===== config.mk =====
export PLATFORM = sky130hd
export DESIGN_NAME = window_filter3x3_stream
export DESIGN_NICKNAME = d
export VERILOG_FILES = /design/src/rtl/window_filter3x3_stream.sv
export SDC_FILE = /design/constraint.sdc
export NUM_CORES = 2
export LEC_CHECK = 0
export BUFFER_PORTS_ARGS = -buffer_cell sky130_fd_sc_hd__buf_2
export CORE_ASPECT_RATIO = 1.2
export CORE_MARGIN = 3
export CORE_UTILIZATION = 45
export DETAILED_ROUTE_END_ITERATION = 12
export GPL_ROUTABILITY_DRIVEN = 0
export MAX_ROUTING_LAYER = met4
export SKIP_LAST_GASP = 1
export SLEW_MARGIN = 20
export SYNTH_ARGS = -nofsm -noshare
export SYNTH_HDL_FRONTEND = slang
export SYNTH_SLANG_ARGS = --single-unit

===== constraint.sdc =====
create_clock -name clk -period 13.9 [get_ports clk]
set_input_delay 0.695 -clock clk [delete_from_list [all_inputs] [get_ports clk]]
set_output_delay 0.695 -clock clk [all_outputs]
set_load 0.03 [all_outputs]

===== src/rtl/window_filter3x3_stream.sv =====
// window_filter3x3_stream
// 3x3 neighbourhood filter over a raster-order grayscale pixel stream.
// It emits one filtered pixel per input pixel, in the same raster order.
// Borders are zero-padded by masking window taps that fall outside the image.
//
// Ports:
//   clk      single clock
//   rst_n    asynchronous active-low reset
//   mode     00 identity, 01 Gaussian, 10 Sobel threshold, 11 Sobel magnitude
//            (sampled when input pixel (0,0) is accepted)
//   s_valid  input pixel valid
//   s_data   input pixel
//   s_ready  input pixel accepted when s_valid && s_ready
//   m_valid  output pixel valid
//   m_data   filtered pixel
//   m_ready  downstream accept
//   m_sof    marks output pixel (0,0)
//   m_last   marks output pixel (IMG_H-1, IMG_W-1)
module window_filter3x3_stream #(
  parameter int IMG_W  = 80,
  parameter int IMG_H  = 80,
  parameter int PIX_W  = 8,
  parameter int THRESH = 127
) (
  input  logic             clk,
  input  logic             rst_n,
  input  logic [1:0]       mode,
  input  logic             s_valid,
  input  logic [PIX_W-1:0] s_data,
  output logic             s_ready,
  output logic             m_valid,
  output logic [PIX_W-1:0] m_data,
  input  logic             m_ready,
  output logic             m_sof,
  output logic             m_last
);

  localparam int AW = PIX_W + 5;
  localparam int CW = $clog2(IMG_W);
  localparam int RW = $clog2(IMG_H + 2);  // step row runs to IMG_H+1 while flushing

  localparam logic [CW-1:0]        COL_LAST = CW'(IMG_W - 1);
  localparam logic [RW-1:0]        ROW_LAST = RW'(IMG_H - 1);
  localparam logic [RW-1:0]        ROW_ONE  = RW'(1);
  localparam logic signed [AW-1:0] THRESH_A = AW'(THRESH);
  localparam logic signed [AW-1:0] MAX_A    = AW'((1 << PIX_W) - 1);
  localparam logic signed [AW-1:0] ZERO_A   = AW'(0);
  localparam logic [PIX_W-1:0]     ONES_P   = {PIX_W{1'b1}};
  localparam logic [PIX_W-1:0]     ZERO_P   = {PIX_W{1'b0}};

  typedef enum logic [1:0] {
    ST_FILL  = 2'd0,
    ST_RUN   = 2'd1,
    ST_FLUSH = 2'd2
  } state_t;

  state_t                  state_r;
  logic [CW-1:0]           col_r;        // column of the current window step
  logic [RW-1:0]           row_r;        // row of the current window step
  logic [CW-1:0]           o_col_r;      // column of the next output pixel
  logic [RW-1:0]           o_row_r;      // row of the next output pixel
  logic [1:0]              mode_r;
  logic                    gen_done_r;   // last output of the frame generated
  logic [PIX_W-1:0]        lb0_r [IMG_W]; // row above the step row
  logic [PIX_W-1:0]        lb1_r [IMG_W]; // two rows above the step row
  // Left and centre window columns; the right column arrives with each step.
  logic [PIX_W-1:0]        win_r [3][2];

  logic                    out_free_s;
  logic                    accept_s;
  logic                    step_s;
  logic                    emit_s;
  logic [PIX_W-1:0]        pix_in_s;
  logic [PIX_W-1:0]        win_n_s [3][3];
  logic signed [AW-1:0]    tap_s [3][3];
  logic                    top_ok_s, bot_ok_s, left_ok_s, right_ok_s;
  logic                    o_first_s, o_last_s;
  logic signed [AW-1:0]    gauss_s, gx_s, gy_s, sob_s;
  logic [PIX_W-1:0]        res_s;

  function automatic logic signed [AW-1:0] ext_pix(input logic [PIX_W-1:0] p);
    return {{5{1'b0}}, p};
  endfunction

  function automatic logic signed [AW-1:0] abs_a(input logic signed [AW-1:0] v);
    return v[AW-1] ? -v : v;
  endfunction

  function automatic logic [PIX_W-1:0] clamp_pix(input logic signed [AW-1:0] v);
    return (v > MAX_A) ? ONES_P : v[PIX_W-1:0];
  endfunction

  // Handshake qualifiers and window-step strobes per state.
  always_comb begin
    out_free_s = !m_valid || m_ready;
    s_ready    = 1'b0;
    step_s     = 1'b0;
    emit_s     = 1'b0;
    case (state_r)
      ST_FILL: begin
        s_ready = 1'b1;
        step_s  = s_valid;
      end
      ST_RUN: begin
        s_ready = out_free_s;
        step_s  = s_valid && out_free_s;
        emit_s  = s_valid && out_free_s;
      end
      ST_FLUSH: begin
        step_s = out_free_s && !gen_done_r;
        emit_s = out_free_s && !gen_done_r;
      end
      default: begin
        s_ready = 1'b0;
      end
    endcase
    accept_s = s_valid && s_ready;
    // Flush steps push zero pixels; those rows are masked anyway.
    if (state_r == ST_FLUSH) begin
      pix_in_s = ZERO_P;
    end else begin
      pix_in_s = s_data;
    end
  end

  // Window as seen after this step: stored columns plus the incoming column.
  always_comb begin
    for (int r = 0; r < 3; r++) begin
      win_n_s[r][0] = win_r[r][0];
      win_n_s[r][1] = win_r[r][1];
    end
    win_n_s[0][2] = lb1_r[col_r];
    win_n_s[1][2] = lb0_r[col_r];
    win_n_s[2][2] = pix_in_s;
  end

  // Border masking around the output centre; also hides line-wrap columns.
  always_comb begin
    top_ok_s   = (o_row_r != {RW{1'b0}});
    bot_ok_s   = (o_row_r != ROW_LAST);
    left_ok_s  = (o_col_r != {CW{1'b0}});
    right_ok_s = (o_col_r != COL_LAST);
    o_first_s  = !top_ok_s && !left_ok_s;
    o_last_s   = !bot_ok_s && !right_ok_s;
    for (int r = 0; r < 3; r++) begin
      for (int c = 0; c < 3; c++) begin
        tap_s[r][c] = ZERO_A;
        if ((r == 0 && !top_ok_s) || (r == 2 && !bot_ok_s) ||
            (c == 0 && !left_ok_s) || (c == 2 && !right_ok_s)) begin
          tap_s[r][c] = ZERO_A;
        end else begin
          tap_s[r][c] = ext_pix(win_n_s[r][c]);
        end
      end
    end
  end

  // Kernel arithmetic and mode selection.
  always_comb begin
    gauss_s = tap_s[0][0] + (tap_s[0][1] <<< 1'b1) + tap_s[0][2]
            + (tap_s[1][0] <<< 1'b1) + (tap_s[1][1] <<< 2'd2) + (tap_s[1][2] <<< 1'b1)
            + tap_s[2][0] + (tap_s[2][1] <<< 1'b1) + tap_s[2][2];
    gx_s = (tap_s[0][2] + (tap_s[1][2] <<< 1'b1) + tap_s[2][2])
         - (tap_s[0][0] + (tap_s[1][0] <<< 1'b1) + tap_s[2][0]);
    gy_s = (tap_s[2][0] + (tap_s[2][1] <<< 1'b1) + tap_s[2][2])
         - (tap_s[0][0] + (tap_s[0][1] <<< 1'b1) + tap_s[0][2]);
    sob_s = abs_a(gx_s) + abs_a(gy_s);
    res_s = ZERO_P;
    case (mode_r)
      2'b00: res_s = clamp_pix(tap_s[1][1]);
      2'b01: res_s = clamp_pix(gauss_s >>> 3'd4);
      2'b10: begin
        if (sob_s > THRESH_A) begin
          res_s = ONES_P;
        end else begin
          res_s = ZERO_P;
        end
      end
      2'b11: res_s = clamp_pix(sob_s);
      default: res_s = ZERO_P;
    endcase
  end

  // Line buffers: contents need no reset because out-of-image taps are masked.
  always_ff @(posedge clk) begin
    if (step_s) begin
      lb1_r[col_r] <= lb0_r[col_r];
      lb0_r[col_r] <= pix_in_s;
    end
  end

  // Window column shift on every step.
  always_ff @(posedge clk or negedge rst_n) begin
    if (!rst_n) begin
      for (int r = 0; r < 3; r++) begin
        win_r[r][0] <= ZERO_P;
        win_r[r][1] <= ZERO_P;
      end
    end else if (step_s) begin
      for (int r = 0; r < 3; r++) begin
        win_r[r][0] <= win_n_s[r][1];
        win_r[r][1] <= win_n_s[r][2];
      end
    end
  end

  // Frame FSM, step/output counters and the registered output stage.
  always_ff @(posedge clk or negedge rst_n) begin
    if (!rst_n) begin
      state_r    <= ST_FILL;
      col_r      <= {CW{1'b0}};
      row_r      <= {RW{1'b0}};
      o_col_r    <= {CW{1'b0}};
      o_row_r    <= {RW{1'b0}};
      mode_r     <= 2'b00;
      gen_done_r <= 1'b0;
      m_valid    <= 1'b0;
      m_data     <= ZERO_P;
      m_sof      <= 1'b0;
      m_last     <= 1'b0;
    end else begin
      if (step_s) begin
        if (col_r == COL_LAST) begin
          col_r <= {CW{1'b0}};
          row_r <= row_r + RW'(1);
        end else begin
          col_r <= col_r + CW'(1);
        end
      end
      // Reloading while m_ready is high gives back-to-back outputs.
      if (emit_s) begin
        m_valid <= 1'b1;
        m_data  <= res_s;
        m_sof   <= o_first_s;
        m_last  <= o_last_s;
        if (o_col_r == COL_LAST) begin
          o_col_r <= {CW{1'b0}};
          o_row_r <= (o_row_r == ROW_LAST) ? {RW{1'b0}} : o_row_r + RW'(1);
        end else begin
          o_col_r <= o_col_r + CW'(1);
        end
      end else if (m_ready) begin
        m_valid <= 1'b0;
        m_sof   <= 1'b0;
        m_last  <= 1'b0;
      end
      case (state_r)
        ST_FILL: begin
          if (accept_s) begin
            if (row_r == {RW{1'b0}} && col_r == {CW{1'b0}}) begin
              mode_r <= mode;
            end
            // Pixel (1,0) is the IMG_W+1-th of the frame.
            if (row_r == ROW_ONE && col_r == {CW{1'b0}}) begin
              state_r <= ST_RUN;
            end
          end
        end
        ST_RUN: begin
          if (accept_s && row_r == ROW_LAST && col_r == COL_LAST) begin
            state_r <= ST_FLUSH;
          end
        end
        ST_FLUSH: begin
          if (emit_s && o_last_s) begin
            gen_done_r <= 1'b1;
          end
          if (m_valid && m_ready && m_last) begin
            state_r    <= ST_FILL;
            row_r      <= {RW{1'b0}};
            col_r      <= {CW{1'b0}};
            gen_done_r <= 1'b0;
          end
        end
        default: state_r <= ST_FILL;
      endcase
    end
  end

endmodule


* After elaboration in Yosys (flattened, before gate mapping) *
Memories as Yosys holds them, arrays and structs flattened.
Cells that the tools add are included.
Widths: inputs -> output; s select.

word-level totals
  register bits after elaboration = 92
  bits in writable memories = 1280
  bits of input ports = 14
  word-level logic and storage cells = 139
  memories kept = 2

memories
  name   words  width  read ports  clocked after Yosys merged registers in  wr ports  RTL line  text
  lb0_r  80     8      1           0                                        1         64        logic [PIX_W-1:0] lb0_r [IMG_W];
  lb1_r  80     8      1           0                                        1         65        logic [PIX_W-1:0] lb1_r [IMG_W];

operators by class
  add/subtract/negate cells = 23
  $lt $le $gt $ge = 4
  equality and inequality tests = 16
  multiplexer cells = 42
  reductions and logical operators = 35

operator list
  cell                 count
  $add 13x13->13       13
  $mux 8               13
  $mux 7               10
  $pmux 8 s4           1
  $add 7x1->7 const B  4
  $eq 7x7->1 const B   4
  $mux 13              2
  $neg 13->13          2
  $sub 13x13->13       2
  $logic_not 7->1      2
  $ne 7x7->1 const B   2
  $reduce_bool 7->1    2
  $add 13x11->13       1
  $add 13x9->13        1
  $gt 13x8->1 const B  1
  $gt 13x9->1 const B  1
  $logic_and 1x1->1    12
  $gt 9x9->1 const B   1
  $gt 8x8->1 const B   1
  $mux 1               8
  $mux 2               4
  $eq 7x1->1 const B   1
  $eq 2x2->1 const B   3
  $logic_not 1->1      6
  other kinds (12)     23

* Longest topological paths before layout *
  depth after elaboration = 15
  gate-level depth with buffers = 41
  mapped depth without buffers = 36

* Least setup slack after synthesis *
OpenSTA, ideal clock, no wires.

  path type = register to register
  start = register col_r[1]
  end = register m_data[0]
  setup time = 0.077 ns
  arrival time = 9.708 ns
  path slack = 4.114 ns
  stages on the path, launching flop included = 31
  clock period less this slack = 9.786 ns
  cell sequence = dfrtp_1 -> buf_6 -> buf_4 -> nor2b_1 -> buf_2 -> buf_2 -> a22oi_1 -> o221ai_1 -> o311ai_0 -> a32oi_1 -> nand2_1 -> fa_1 -> inv_1 -> fa_1 -> fa_1 -> ha_1 -> and3_1 -> a22oi_1 -> a21oi_1 -> a31o_2 -> clkbuf_1 -> nor2_1 -> xnor2_1 -> ha_1 -> or3_1 -> or2_2 -> o221ai_1 -> xor2_1 -> o21ai_0 -> o221ai_1 -> a21oi_1

RTL lines
  item                    RTL line  text
  from (decl)             58        logic [CW-1:0] col_r;
  from (signal assigned)  211       col_r <= {CW{1'b0}};
  from (signal assigned)  224       col_r <= {CW{1'b0}};
  from (signal assigned)  227       col_r <= col_r + CW'(1);
  to (signal assigned)    233       m_data <= res_s;
  to (decl)               32        output logic [PIX_W-1:0] m_data,

* Worst setup path in the final report *
  start = register col_r[0]
  end = register m_data[1]

between the ends
  cells in the longest elaborated chain, start to end = 12
  elaborated cells on any way between the ends = 27

ends and longest elaborated chain
  item                         RTL line  text
  $mem_v2 80x8                 -
  $mux 8                       148       if ((r == 0 && !top_ok_s) || (r == 2 && !bot_ok_s) ||
  $add 13x13->13               160, 166
  $add 13x13->13               161       + (tap_s[1][0] <<< 1'b1) + (tap_s[1][1] <<< 2'd2) + (tap_s[1][2] <<< 1'b1)
  $add 13x11->13               161
  $add 13x13->13               161
  $add 13x13->13 (2 in a row)  162       + tap_s[2][0] + (tap_s[2][1] <<< 1'b1) + tap_s[2][2];
  $add 13x9->13                162
  $gt 9x9->1                   90        return (v > MAX_A) ? ONES_P : v[PIX_W-1:0];
  $mux 8                       90
  $pmux 8 s4 (*)               169       case (mode_r)

Mark *: on every way between the ends. The rest lies on a longest branch, timed or not.
A chain may end at the register's enable or synchronous reset.

==> impl_summary.txt <==
----------------------------------------------------
[Worst setup path]
  Cell class contributing the biggest share of worst-path delay ... compound AO/OA/AOI/OAI gates
  Number of buffer and inverter stages on the critical path ... 4
  Type of element capturing the critical path ... flop
  Arrival time at the worst endpoint ... 11900 ps
  Type of the setup path with the least slack ... flop to flop
  Startpoint type of the worst setup path ... flop
  Worst stage delay on the critical path ... 950 ps
  Worst path slowest cell ... nor4_1
  Worst Path Max Fanout ... 45
  Data required time at the worst endpoint ... 14560 ps
  Worst reg2reg setup slack ... 2660 ps

[Synthesis]
  Share of async-settable or async-resettable flops after synthesis ... 6.71%
  Synthesized area per cell ... 15.2 um2
  Yosys Warn Count ... 0
  Register bit count reported by yosys ... 1372
  Distinct cell type count after synthesis ... 93
  Post-Synthesis Net Count ... 4093
  Cell count after synthesis ... 3909
  Sequential share of the synthesized area ... 68.6%
  Leading register cell type out of synthesis ... edfxtp_1
  Synthesized cell area ... 0.0593 mm2
  Number of flops mapped to enable cells by yosys ... 1280

[Timing]
  Fin Clk Skew ... 40.7 ps
  Pin slew with the least headroom to its limit ... 1150 ps
  Setup repair after global routing missed its margin ... no
  Post-route clock period utilization ... 80.9%
  Fmax achieved ... 0.0889 GHz
  Minimum period implied by the final worst setup slack ... 11240 ps
  Final setup vio count ... 0
  Final hold violation count ... 0
  Final slew viol count ... 0
  Worst hold-check slack ... 132 ps
  Setup TNS Final ... 0 ps
  Max-Slew Margin vs Limit ... 23.6%

[Global route]
  Maximum number of pins on one net before global-route repair ... 99
  Total GRT Usage ... 29.2%
  Number of antenna violations at the first check in global routing ... 6
  Number of global-route vias before repair ... 36300
  Overflow after GRT ... 0
  Wire length of the first global-routing pass ... 272000 um

[Placement]
  Placed Instance Area ... 0.0621 mm2
  HPWL after DPL ... 120000 um
  Count of input and output buffers ... 25

[Clock network]
  H-tree Lvls ... 4
  Clock sink count ... 1372
  Clock root cell ... clkbuf_16
  Clock-pin slew on the worst setup and hold paths ... 60 ps
  Clock buffer count from CTS ... 137
  Count of buffers added by post-CTS timing repair for setup ... 0
  Max Buffers Root-to-Sink ... 3
  CTS tree ... done
  Clock network latency to the later pin of the worst-skew pair ... 800 ps

[Route]
  Detail-routed net length per standard cell ... 33.0 um
  Uppermost signal routing layer after detailed routing ... met4
  Final ANT Viol Nets ... 0
  Final Routed Wirelength ... 193000 um
  Vias after detailed routing ... 37100
  Met3 Routed Length ... 18000 um
  DR iter-0 viols ... 4897
  Ratio of routed vias to standard cells ... 6.35
  Number of DRC violations after detailed routing ... 0
  Met1 WL ... 71000 um
  Met2 WL ... 90100 um
  Number of iterations in the first detailed-routing pass ... 5

[Final layout]
  Commonest non-fill, non-tap cells in the layout ... edfxtp_1, nand2_1, nor2_1, buf_4, inv_1
  Area added between synthesis and finish ... 12.3%
  Proportion of layout cells with a drive suffix above 1 ... 16.0%
  Most frequent standard cell in the layout excluding fill and tap cells ... edfxtp_1
  Post-route standard cell area excluding fillers ... 0.0666 mm2
  Number of nets at the end of the flow ... 4225

[Floorplanning]
  Top Ports ... 26
  Area of the placeable core ... 0.131 mm2
  Core Rows ... 145
  Chip Height ... 404 um
  Width of the die ... 338 um
  Die footprint ... 0.136 mm2
  Initial core utilization ... 45.4%

[Min path]
  Class of the tightest hold or removal check ... input pin to flop

[Run status]
  Outcome ... finished, final reports clean

[Run]
  Max-cap check violation count ... 0

----------------------------------------------------
kinds of logic (layout without fill, tap and decap cells):
kind of cell	after synthesis	count (layout)	synth area share (%)
compound gates	863	863	10.4
flops	1372	1372	68.6
buf+inv	403	642	3.22
mux	340	340	6.80
fa+ha+maj	170	170	4.79
xor+xnor	52	52	0.767
simple gates	709	709	5.36
other cells	0	5	0
repair_timing:
item	CTS	global route
resized for setup	0	0
hold endpoints to repair	30	0
hold buffers	1	0
endpoints found under the setup margin	0	0
synth_stat cells, types with 11 or more instances:
library cell	number	area [um2]
buf_2	78	390
buf_6	19	214
nor2b_1	20	125
o31ai_1	12	90.1
edfxtp_1	1280	38400
o211ai_1	16	120
mux2i_1	154	1540
a21oi_1	149	746
a22oi_1	94	706
buf_1	19	71.3
nand2_1	285	1070
or2_2	11	68.8
xor2_1	25	219
nand3_1	32	160
buf_4	30	225
o21ai_0	166	831
nor2_1	224	841
a22o_1	19	166
ha_1	75	938
and3_1	19	119
a31oi_1	14	87.6
a221oi_1	136	1190
o221ai_1	32	280
a211oi_1	33	248
nand2b_1	18	113
mux4_2	35	788
a21o_1	21	158
clkbuf_1	72	270
a221o_1	36	360
nor3_1	25	125
and2_1	17	106
inv_1	179	672
fa_1	95	1900
mux2_2	147	1660
o2bb2ai_1	17	149
dfrtp_1	92	2300
xnor2_1	27	236
o22ai_1	18	113
registers in the layout (all words and copies together), names as in the netlist, 2 cells and up:
signal,cells
col_r,7
m_data,8
mode_r,2
lb1_r,640
row_r,7
o_col_r,7
lb0_r,640
win_n_s,40
state_r,2
tap_s,8
o_row_r,7
tightest hold or removal path: cells and delay by family:
family / cells / cell delay [ps]
buffers and inverters: 1 / 80
AOI/OAI and AO/OA: 1 / 60
and+or+nand+nor: 1 / 30
routing by layer:
| layer | GRT usage (%) | up-vias |
|---|---|---|
| li1 | - | 15400 |
| met1 | 36.4 | 18900 |
| met2 | 44.8 | 2230 |
| met3 | 5.34 | 571 |
| met4 | 17.0 | 0 |
| met5 | - | - |
stage by stage:
| stage | setup WS [ps] | cells | util, % |
|---|---|---|---|
| 2_1_floorplan | 4110 | 3909 | - |
| 3_5_place_dp | 2880 | 5590 | 47.5 |
| 3_3_place_gp | 2740 | 5590 | 47.5 |
| 5_1_grt | 2190 | 5843 | 51.0 |
| 4_1_cts | 2820 | 5837 | 51.0 |
| 6_report | 2660 | 5843 | 51.0 |
layout make-up:
class	instances	area (um2)
antenna	5	12.5
clock buffer	182	3680
clock inverter	64	803
fill	10800	64000
inverter	182	688
multi-input combinational	2134	16900
sequential	1372	40800
tap	1690	2110
timing repair buffer	214	1640
final timing paths:
| path | depth (start not counted) | startpoint | to |
|---|---|---|---|
| worst max register to register | 35 | col_r[0] | m_data[1] |
| min in group asynchronous | 2 | rst_n | m_data[5] |
| worst min register to register | 2 | win_n_s[67] | win_n_s[67] |
| max in group asynchronous | 3 | rst_n | col_r[0] |
| worst max-delay path | 35 | col_r[0] | m_data[1] |
| worst min-delay path | 3 | mode[1] | mode_r[1] |
Power is left out: the tool's default activity adds up to more than one toggle a clock period on the data nets, which glitch-free logic cannot reach.
